==> config.mk <==
export PLATFORM = sky130hd
export DESIGN_NAME = mem_arbiter
export DESIGN_NICKNAME = d
export VERILOG_FILES = /design/src/rtl/mem_arbiter.sv
export SDC_FILE = /design/constraint.sdc
export NUM_CORES = 1
export LEC_CHECK = 0
export BUFFER_PORTS_ARGS = -buffer_cell sky130_fd_sc_hd__buf_4
export CORE_ASPECT_RATIO = 1.1
export CORE_MARGIN = 3
export CORE_UTILIZATION = 40
export CTS_CLUSTER_SIZE = 30
export DETAILED_ROUTE_END_ITERATION = 8
export PLACE_DENSITY_LB_ADDON = 0.25
export SYNTH_ARGS = -nofsm -noshare
export SYNTH_HDL_FRONTEND = slang
export SYNTH_SLANG_ARGS = --single-unit
==> constraint.sdc <==
create_clock -name clk -period 2.9 [get_ports clk]
set_clock_uncertainty 0.05 [all_clocks]
set_input_delay 0 -clock clk [delete_from_list [all_inputs] [get_ports clk]]
set_output_delay 0 -clock clk [all_outputs]
set_load 0.005 [all_outputs]
==> src/rtl/mem_arbiter.sv <==
// Two-port round-robin arbiter in front of one synchronous memory port.
// One transaction at a time; reads wait READ_LAT cycles for mem_din.
module mem_arbiter #(
    parameter int READ_LAT = 1
) (
    input  logic        clk,
    input  logic        reset,
    input  logic        p0_req,
    input  logic        p0_we,
    input  logic [23:0] p0_addr,
    input  logic [31:0] p0_wdata,
    output logic        p0_ack,
    input  logic        p1_req,
    input  logic        p1_we,
    input  logic [23:0] p1_addr,
    input  logic [31:0] p1_wdata,
    output logic        p1_ack,
    output logic [31:0] rdata,
    output logic        busy,
    output logic        grant,
    output logic        mem_enable,
    output logic        mem_write,
    output logic [23:0] mem_addr,
    output logic [31:0] mem_dout,
    input  logic [31:0] mem_din
);

    typedef enum logic [1:0] {
        IDLE,
        ISSUE,
        WAIT,
        DONE
    } state_t;

    state_t      state, state_n;
    logic        last_grant, last_grant_n;
    logic        grant_n;
    logic [1:0]  cnt, cnt_n;
    logic        lat_we, lat_we_n;
    logic [23:0] addr_n;
    logic [31:0] dout_n;
    logic [31:0] rdata_n;
    logic        en_n, wr_n;
    logic        ack0_n, ack1_n;
    logic        busy_n;
    logic        pick;

    // On contention the port that did not win last time goes next.
    assign pick = (p0_req && p1_req) ? ~last_grant : p1_req;

    always_comb begin
        state_n      = state;
        last_grant_n = last_grant;
        grant_n      = grant;
        cnt_n        = cnt;
        lat_we_n     = lat_we;
        addr_n       = mem_addr;
        dout_n       = mem_dout;
        rdata_n      = rdata;
        en_n         = 1'b0;
        wr_n         = 1'b0;
        ack0_n       = 1'b0;
        ack1_n       = 1'b0;
        unique case (state)
            IDLE: begin
                if (p0_req || p1_req) begin
                    grant_n  = pick;
                    lat_we_n = pick ? p1_we : p0_we;
                    addr_n   = pick ? p1_addr : p0_addr;
                    dout_n   = pick ? p1_wdata : p0_wdata;
                    en_n     = 1'b1;
                    wr_n     = lat_we_n;
                    state_n  = ISSUE;
                end
            end
            ISSUE: begin
                if (lat_we) begin
                    ack0_n  = ~grant;
                    ack1_n  = grant;
                    state_n = DONE;
                end else begin
                    cnt_n   = 2'(READ_LAT - 1);
                    state_n = WAIT;
                end
            end
            WAIT: begin
                if (cnt == 2'd0) begin
                    rdata_n = mem_din;
                    ack0_n  = ~grant;
                    ack1_n  = grant;
                    state_n = DONE;
                end else begin
                    cnt_n = cnt - 2'd1;
                end
            end
            DONE: begin
                last_grant_n = grant;
                state_n      = IDLE;
            end
            default: state_n = IDLE;
        endcase
        busy_n = (state_n != IDLE);
    end

    always_ff @(posedge clk) begin
        if (reset) begin
            state      <= IDLE;
            last_grant <= 1'b1;
            grant      <= 1'b0;
            cnt        <= 2'd0;
            lat_we     <= 1'b0;
            mem_addr   <= 24'd0;
            mem_dout   <= 32'd0;
            rdata      <= 32'd0;
            mem_enable <= 1'b0;
            mem_write  <= 1'b0;
            p0_ack     <= 1'b0;
            p1_ack     <= 1'b0;
            busy       <= 1'b0;
        end else begin
            state      <= state_n;
            last_grant <= last_grant_n;
            grant      <= grant_n;
            cnt        <= cnt_n;
            lat_we     <= lat_we_n;
            mem_addr   <= addr_n;
            mem_dout   <= dout_n;
            rdata      <= rdata_n;
            mem_enable <= en_n;
            mem_write  <= wr_n;
            p0_ack     <= ack0_n;
            p1_ack     <= ack1_n;
            busy       <= busy_n;
        end
    end

endmodule

==> results of run 1 <==
## final cells by class
class | instances | area [µm²] | area share [%]
tap | 140 | 175 | 2.27
multi-input combinational | 360 | 1980 | 25.7
inverter | 6 | 22.5 | 0.292
timing repair buffer | 398 | 3380 | 43.8
clock inverter | 4 | 27.5 | 0.357
sequential | 100 | 2000 | 25.9
clock buffer | 11 | 131 | 1.70
## registers in the layout, summed over array words and instances, names as in the netlist
signal and cells:
p1_ack 1, mem_enable 1, rdata 32, mem_addr 24
state 2, cnt 2, grant 1, lat_we 1
mem_write 1, mem_dout 32, p0_ack 1, busy 1
last_grant 1
## through the flow
step	power, mW	hold WS, ns	instances	cell area, µm²
3_5_place_dp	4.51	0.210	858	6100
3_3_place_gp	4.42	0.199	858	6100
6_report	5.90	0.0624	1019	7720
5_1_grt	6.28	0.0954	1019	7720
2_1_floorplan	3.43	0.0860	509	4210
4_1_cts	5.77	0.0453	1019	7720
## worst max path at each step
stage | from | to | slack, ns
3_5_place_dp | state[0] | mem_addr[1] | 0.89
5_1_grt | state[0] | mem_addr[6] | 0.09
3_3_place_gp | state[0] | mem_addr[6] | 0.98
4_1_cts | state[0] | mem_addr[0] | 0.35
2_1_floorplan | state[0] | rdata[14] | 1.41
6_report | state[0] | mem_addr[2] | 0.25
## power by group through the flow
stage / Clock [mW] / Sequential [mW] / Combinational (mW)
6_report: 0.801 / 2.04 / 3.06
4_1_cts: 0.807 / 2.02 / 2.95
5_1_grt: 0.870 / 2.08 / 3.33
3_5_place_dp: 0 / 2.05 / 2.46
3_3_place_gp: 0 / 2.03 / 2.39
2_1_floorplan: 0 / 2.05 / 1.38
## metal layers
metal | vias up | part of all wire [%]
met5 | - | 0
met4 | 0 | 6.0
met3 | 80 | 8.3
met2 | 280 | 49
met1 | 2437 | 36
li1 | 2449 | -
## Yosys cell counts
cell | count | area (µm²)
nand2_1 | 121 | 454
nor2_1 | 61 | 229
a31oi_1 | 1 | 6.26
a211o_1 | 1 | 8.76
mux2i_1 | 1 | 10.0
a211oi_1 | 27 | 203
a22oi_1 | 2 | 15.0
a21bo_2 | 1 | 10.0
o21ai_0 | 5 | 25.0
inv_1 | 6 | 22.5
a21boi_2 | 1 | 11.3
buf_1 | 5 | 18.8
buf_4 | 7 | 52.6
nand4b_1 | 1 | 8.76
buf_6 | 2 | 22.5
a211oi_2 | 30 | 375
nor2b_1 | 3 | 18.8
or3b_2 | 1 | 8.76
o31ai_1 | 1 | 7.51
nor3_1 | 1 | 5.00
buf_2 | 13 | 65.1
nand4_1 | 1 | 6.26
and2_1 | 1 | 6.26
clkbuf_1 | 16 | 60.1
a22o_1 | 1 | 8.76
ha_1 | 6 | 75.1
o21a_1 | 1 | 7.51
a21oi_1 | 91 | 455
o21ai_2 | 1 | 8.76
dfxtp_1 | 100 | 2000
## cells by family after synthesis
kind of cell    Yosys count  synth area share (%)
simple gates            190                  17.5
fa+ha+maj                 6                  1.78
buf+inv                  49                  5.74
flops                   100                  47.6
compound gates          163                  27.1
mux                       1                 0.238
## worst min-delay path, cell delays in order
cell and delay [ns]:
buf_4 0.08, mux2i_1 0.11, a211oi_1 0.23
==> impl_metrics.tcl, run 1 <==
set metrics [dict create \
    worst_slack_ns 0.253 \
    vias 5246 \
    nFillCells 655 \
    ys_seq_area_share_pct 47.6 \
    setup_viol 0 \
    root_buffer "clkbuf_8" \
    r2r_start "state[0]" \
    synth.avg_cell_area_um2 8.27 \
    grt_antenna_before_repair 0 \
    syn-num-nets 665 \
    overflow 0 \
    antenna_cells 0 \
    mostFrequentLayoutCells "buf_4 (250), dlygate4sd3_1 (146), nand2_1 (121)" \
    cp.depth 7 \
    gp_congestion 0.782 \
    worstPathRequired_ns 3.15 \
    start_kind "flop" \
    ys_types 30 \
    cap_violations 0 \
    cts_setup_buffers 0 \
    cts_resized 0 \
    cts_tree "built" \
    min_path_type "in -> reg" \
    path_class "reg -> reg" \
    post-place-ws_ns 0.886 \
    finalHoldViolCount 0 \
    initial_core_util_pct 41.7 \
    p_per_area_nw_per_um2 764 \
    fp.dieW_um 104 \
    finalCritPeriodShare_pct 91.3 \
    p_leak_nw 3.55 \
    busiest_layer "met2" \
    ys_seq_elements 100 \
    holdPathEnd "lat_we" \
    p_switching_mw 2.23 \
    routed_wl_um 17200 \
    fp.dieH_um 114 \
    regToRegSetupSlack_ns 0.25 \
    cts_buffers 9 \
    drv_slew 0 \
    wl_per_cell_um 16.9 \
    clk_path_buf_depth 2 \
    path_buf_inv 3 \
    r2r-end "mem_addr[2]" \
    vdd_drop_max_mv 0.445 \
    clkPwrFrac_pct 13.6 \
    grt_max_degree 49 \
    r2r_cells 7 \
    grt_util_met2_pct 50.9 \
    clock.fmax_mhz 378 \
    dr.pass1.iters 5 \
    cp_slowest_stage_delay_ns 0.60 \
    core_area_um2 10100 \
    setup.worst_path.end_class "flop" \
    numPortBuffers 243 \
    power.internal_mw 3.67 \
    hpwlAfterDp_um 9840 \
    routed_via_density 5.15 \
    yosysWarnings 0 \
    drc 0 \
    path_max_fanout 40 \
    min_from "p0_we" \
    seqPwrFrac_pct 34.6 \
    post-route-util_pct 76.6 \
    final_layout_size_suffix_gt1_share_pct 34.1 \
    syn_area_um2 4210 \
    pin_count 244 \
    num_rows 38 \
    ctsHoldBuffers 146 \
    fin_tns_setup_ns 0 \
    rsz0062_at_grt "false" \
    syn_to_final_growth_pct 83.4 \
    grt.met3_usage_pct 8.15 \
    period_minus_slack_ns 2.65 \
    final_common_cell "buf_4" \
    crit_chain "inv_1 > ha_1 > o21ai_4 > buf_4 > a21oi_1 > a211oi_1 > dlygate4sd3_1" \
    synthCells 509 \
    grt_pass1_vias 5657 \
    cts_sinks 100 \
    crit_family "buffers and inverters" \
    ant_nets 0 \
    grt_pass1_wl_um 27300 \
    arrival_ns 2.90 \
    combinationalPowerShare_pct 51.8 \
    critPathSlowestCell "dlygate4sd3_1" \
    worstMarginPinSlew_ns 1.09 \
    status "complete, no violations" \
    nNetsFinal 1031 \
    htree_levels 3 \
    dieArea_um2 11800 \
    clk_latency_ns 0.37 \
    p_sw_share_pct 37.8 \
    drtIter0Drc 231 \
    grt_use_total_pct 28.5 \
    relSlewSlack_pct 26.9 \
    path_clk_slew_ns 0.09 \
    min_delay_path_depth 3 \
    grt_use_met1_pct 29.3 \
]
(Power assumes the default switching activity.)
==> inputs of run 2 (changes only) <==
ABC_AREA = 1   (was unset)
==> impl_metrics.tcl, run 2 <==
set metrics [dict create \
    worstPathRequired_ns 3.09 \
    yosysMostFrequentCell "nand2_1" \
    min_from "p1_addr[9]" \
    grt_use_total_pct 23.0 \
    finalCritPeriodShare_pct 92.4 \
    synth.avg_cell_area_um2 6.59 \
    synth_top_area_share_pct 40.0 \
    r2r_start "state[0]" \
    cts_setup_buffers 0 \
    root_buffer "clkbuf_16" \
    p_per_area_nw_per_um2 778 \
    start_kind "flop" \
    final_layout_size_suffix_gt1_share_pct 24.3 \
    clk_path_buf_depth 2 \
    path_max_fanout 29 \
    grt_pass1_vias 5637 \
    clk_latency_ns 0.34 \
    p_sw_share_pct 36.4 \
    synth_edf_count 0 \
    relSlewSlack_pct 25.3 \
    gp_congestion 0.805 \
    yosysWarnings 0 \
    min_path_type "in -> reg" \
    cp_slowest_stage_delay_ns 0.60 \
    seqPwrFrac_pct 31.7 \
    clock.fmax_mhz 373 \
    rsz0062_at_grt "false" \
    setup_viol 0 \
    overflow 0 \
    synth-main-ff-cell "dfxtp_1" \
    synth_common_cells "nand2_1 (184), nor2_1 (182), dfxtp_1 (100), inv_1 (70), nand3_1 (62)" \
    final_common_cell "buf_4" \
    routed_wl_um 16800 \
    crit_chain "inv_1 > ha_1 > inv_1 > nor2_4 > buf_12 > nand2_1 > nor2_1 > dlygate4sd3_1 > nor2_1" \
    wl_per_cell_um 13.2 \
    pin_count 244 \
    r2r_cells 9 \
    async_flop_share_pct 0 \
    mostFrequentLayoutCells "buf_4 (249), nand2_1 (184), nor2_1 (181)" \
    hpwlAfterDp_um 10200 \
    period_minus_slack_ns 2.68 \
    grt_max_degree 72 \
    ys_seq_area_share_pct 40.0 \
    vias 5901 \
    cap_violations 0 \
    cts_tree "built" \
    worstMarginPinSlew_ns 1.12 \
    fp.dieW_um 113 \
    initial_core_util_pct 41.2 \
    ant_nets 0 \
    min_delay_path_depth 5 \
    cts_buffers 9 \
    hold-worst-slack_ns 0.00664 \
    reg_top3 "mem_dout: 32 flops, rdata: 32 flops, mem_addr: 24 flops" \
    critPathSlowestCell "dlygate4sd3_1" \
    drv_slew 0 \
    ys_types 21 \
    num_rows 42 \
    path_clk_slew_ns 0.07 \
    path_class "reg -> reg" \
    synth_top_cell_by_area "dfxtp_1" \
    syn-num-nets 915 \
    power.internal_mw 4.22 \
    antenna_cells 0 \
    p_switching_mw 2.42 \
    r2r-end "mem_addr[10]" \
    routed_via_density 4.65 \
    numPortBuffers 243 \
    drtIter0Drc 308 \
    nNetsFinal 1268 \
    syn_to_final_growth_pct 70.8 \
    drc 0 \
    syn_area_um2 5000 \
    core_area_um2 12100 \
    finalHoldViolCount 0 \
    holdPathEnd "mem_addr[9]" \
    status "complete, no violations" \
    combinationalPowerShare_pct 50.2 \
    dr.pass1.iters 4 \
    synth_area_leaders "dfxtp_1 (40%), nand2_1 (14%), nor2_1 (14%)" \
    setup.worst_path.end_class "flop" \
    regToRegSetupSlack_ns 0.22 \
    grt_pass1_wl_um 26100 \
    clkPwrFrac_pct 18.2 \
    htree_levels 3 \
    ys_seq_elements 100 \
    synthCells 759 \
    dieArea_um2 13900 \
    cts_sinks 100 \
    grt_antenna_before_repair 0 \
    arrival_ns 2.87 \
    vdd_drop_max_mv 0.492 \
    p_leak_nw 4.34 \
    fin_tns_setup_ns 0 \
    fp.dieH_um 123 \
]
run 2: changes by cell type in the layout (fill, tap and decap cells not counted), sizes merged, moves of 28 or more:
cell,before,now
inv,6,74
a21oi,91,4
nand2,121,185
a211oi,57,0
a21boi,1,56
nor2,61,183
o21ai,6,34
nand3,0,62
run 2: worst max path at each step:
stage	cells after the start	slack, ns	from	end
final	9	0.22	state[0]	mem_addr[10]
after global routing	9	0.10	state[0]	mem_addr[10]
after floorplan	6	1.47	state[0]	rdata[28]
after detailed placement	8	0.85	state[0]	mem_addr[1]
after global placement	8	0.92	state[0]	mem_addr[6]
after CTS	9	0.32	state[0]	mem_addr[7]
run 2: layout make-up:
type                       count  area (µm²)
timing repair buffer         395        3350
sequential                   100        2000
inverter                      72         270
tap                          154         193
multi-input combinational    534        2430
clock buffer                  10         229
clock inverter                 5        60.1
fill                         990        3600
run 2: repair_timing:
item	4_1_cts	5_1_grt
gates resized for setup	0	0
hold buffers	144	0
hold endpoints to repair	93	0
run 2: power groups by stage:
stage	Combinational [mW]	Clock [mW]	Sequential, mW
after global routing	3.74	1.28	2.16
after global placement	2.80	0	2.11
final	3.33	1.21	2.10
after CTS	3.29	1.23	2.10
after detailed placement	2.82	0	2.13
after floorplan	1.68	0	2.14
run 2: metrics by stage:
step | worst slack [ns] | utilization [%] | std cells | instance area [µm²] | total power [mW]
5_1_grt | 0.104 | 70.3 | 1270 | 8540 | 7.18
6_report | 0.220 | 70.3 | 1270 | 8540 | 6.64
3_5_place_dp | 0.848 | 56.1 | 1111 | 6810 | 4.95
2_1_floorplan | 1.47 | - | 759 | 5000 | 3.83
4_1_cts | 0.315 | 70.3 | 1270 | 8540 | 6.62
3_3_place_gp | 0.917 | 56.1 | 1111 | 6810 | 4.91
run 2: logic make-up (layout without fill, tap and decap cells):
| family | after synthesis | count (layout) | synth area share, % |
|---|---|---|---|
| compound gates | 94 | 94 | 12.3 |
| fa+ha+maj | 6 | 6 | 1.50 |
| buf+inv | 125 | 482 | 11.7 |
| flops | 100 | 100 | 40.0 |
| simple gates | 434 | 434 | 34.5 |
run 2: routing by layer:
layer / wire length (µm) / track usage [%] / vias up
li1: - / - / 3039
met2: 8070 / 41.2 / 222
met3: 1370 / 6.31 / 34
met4: 435 / 8.64 / 0
met5: 0 / 0 / -
met1: 6880 / 26.0 / 2606
run 2: worst max-delay path, delay by kind of cell, from the launching register on:
kind          cells  cell delay [ns]
buf+inv           4             1.10
simple gates      4             0.81
flops             1             0.34
fa+ha+maj         1             0.26
==> inputs of run 3 (changes only) <==
CORE_UTILIZATION = 50   (was 40)
==> impl_metrics.tcl, run 3 (synthesized netlist as in run 2, its figures left out) <==
set metrics [dict create \
    status "complete, no violations" \
    syn_to_final_growth_pct 68.8 \
    cts_tree "built" \
    fp.dieW_um 101 \
    grt_antenna_before_repair 1 \
    cp_slowest_stage_delay_ns 0.78 \
    worstPathRequired_ns 3.16 \
    post-place-cells 1074 \
    path_class "in -> reg" \
    final_layout_size_suffix_gt1_share_pct 24.4 \
    vias 6432 \
    period_minus_slack_ns 2.50 \
    gp_congestion 0.804 \
    power.internal_mw 3.99 \
    fp.dieH_um 111 \
    finalHoldViolCount 0 \
    nNetsFinal 1272 \
    worstMarginPinSlew_ns 1.15 \
    min_path_type "in -> reg" \
    ctsHoldBuffers 148 \
    root_buffer "clkbuf_8" \
    regToRegSetupSlack_ns 0.42 \
    hold-worst-slack_ns 0.0482 \
    critPathSlowestCell "nand2_4" \
    crit_chain "dlygate4sd3_1 > buf_4 > nand2_4 > nand3_1 > nand2_1 > nor2_1 > dlygate4sd3_1 > nor2_1" \
    p_sw_share_pct 40.1 \
    p_switching_mw 2.67 \
    cts_setup_buffers 0 \
    num_rows 37 \
    start_kind "input pin" \
    wl_per_cell_um 16.2 \
    final_common_cell "buf_4" \
    dr.pass1.iters 5 \
    place_area_um2 6740 \
    grt_pass1_wl_um 31100 \
    cts_buffers 9 \
    p_leak_nw 4.32 \
    grt_pass1_vias 6455 \
    drc 0 \
    initial_core_util_pct 52.4 \
    path_clk_slew_ns 0.11 \
    grt_use_total_pct 34.5 \
    post-route-util_pct 88.5 \
    arrival_ns 2.76 \
    clkPwrFrac_pct 14.7 \
    htree_levels 3 \
    core_area_um2 9540 \
    cts_resized 0 \
    routed_via_density 5.19 \
    seqPwrFrac_pct 32.0 \
    numPortBuffers 243 \
    ant_nets 0 \
    p_per_area_nw_per_um2 789 \
    routed_wl_um 20000 \
    mostFrequentLayoutCells "buf_4 (251), nand2_1 (184), nor2_1 (181)" \
    setup_viol 0 \
    clock.fmax_mhz 401 \
    vdd_drop_max_mv 0.376 \
    reg_top3 "mem_dout: 32 flops, rdata: 32 flops, mem_addr: 24 flops" \
    dieArea_um2 11200 \
    clk_latency_ns 0.37 \
    setup.worst_path.end_class "flop" \
    grt_max_degree 116 \
    rsz0062_at_grt "false" \
    clk_path_buf_depth 2 \
    finalCritPeriodShare_pct 86.1 \
    path_max_fanout 115 \
    drtIter0Drc 340 \
    path_buf_inv 3 \
    crit_family "simple AND/OR/NAND/NOR gates" \
    combinationalPowerShare_pct 53.3 \
    overflow 0 \
    relSlewSlack_pct 23.1 \
    fin_cells 1239 \
    hpwlAfterDp_um 9800 \
    pin_count 244 \
    cts_sinks 100 \
    cap_violations 0 \
    fin_tns_setup_ns 0 \
    drv_slew 0 \
    finalInstanceArea_um2 8440 \
]
## run 3: power by group through the flow
stage                     Combinational (mW)  Clock [mW]  Sequential, mW
final                                   3.55       0.981            2.13
after global routing                    3.90        1.02            2.17
after CTS                               3.31       0.984            2.10
after detailed placement                2.79           0            2.13
after global placement                  2.75           0            2.11
after floorplan                         1.68           0            2.14
## run 3: tightest hold or removal path, stage by stage
cell and delay, ns:
buf_4 0.22, nand3_1 0.13, a21oi_1 0.06
## run 3: layer usage
metal / share of wire (%) / track usage (%) / routed length, µm
met1: 36 / 38.2 / 7240
met2: 50 / 59.5 / 9960
met3: 9.2 / 9.50 / 1850
met4: 4.9 / 16.7 / 987
met5: 0 / 0 / 0
## run 3: area by class of cell
type / instances / area [µm²]
clock inverter: 7 / 92.6
tap: 117 / 146
antenna: 1 / 2.50
sequential: 100 / 2000
inverter: 72 / 270
fill: 443 / 1100
timing repair buffer: 399 / 3370
clock buffer: 9 / 124
multi-input combinational: 534 / 2430
## run 3: stage by stage
step	power, mW	setup WS (ns)
global route	7.09	0.295
CTS	6.39	0.644
detailed placement	4.92	1.10
finish	6.66	0.404
global placement	4.86	1.14
floorplan	3.83	1.47
## run 3: worst paths after layout
check | cells after the start | endpoint | startpoint
worst min-delay path | 3 | grant | p1_req
worst min register to register | 2 | rdata[18] | rdata[18]
worst max-delay path | 8 | mem_dout[18] | p0_req
worst max register to register | 6 | mem_dout[18] | last_grant
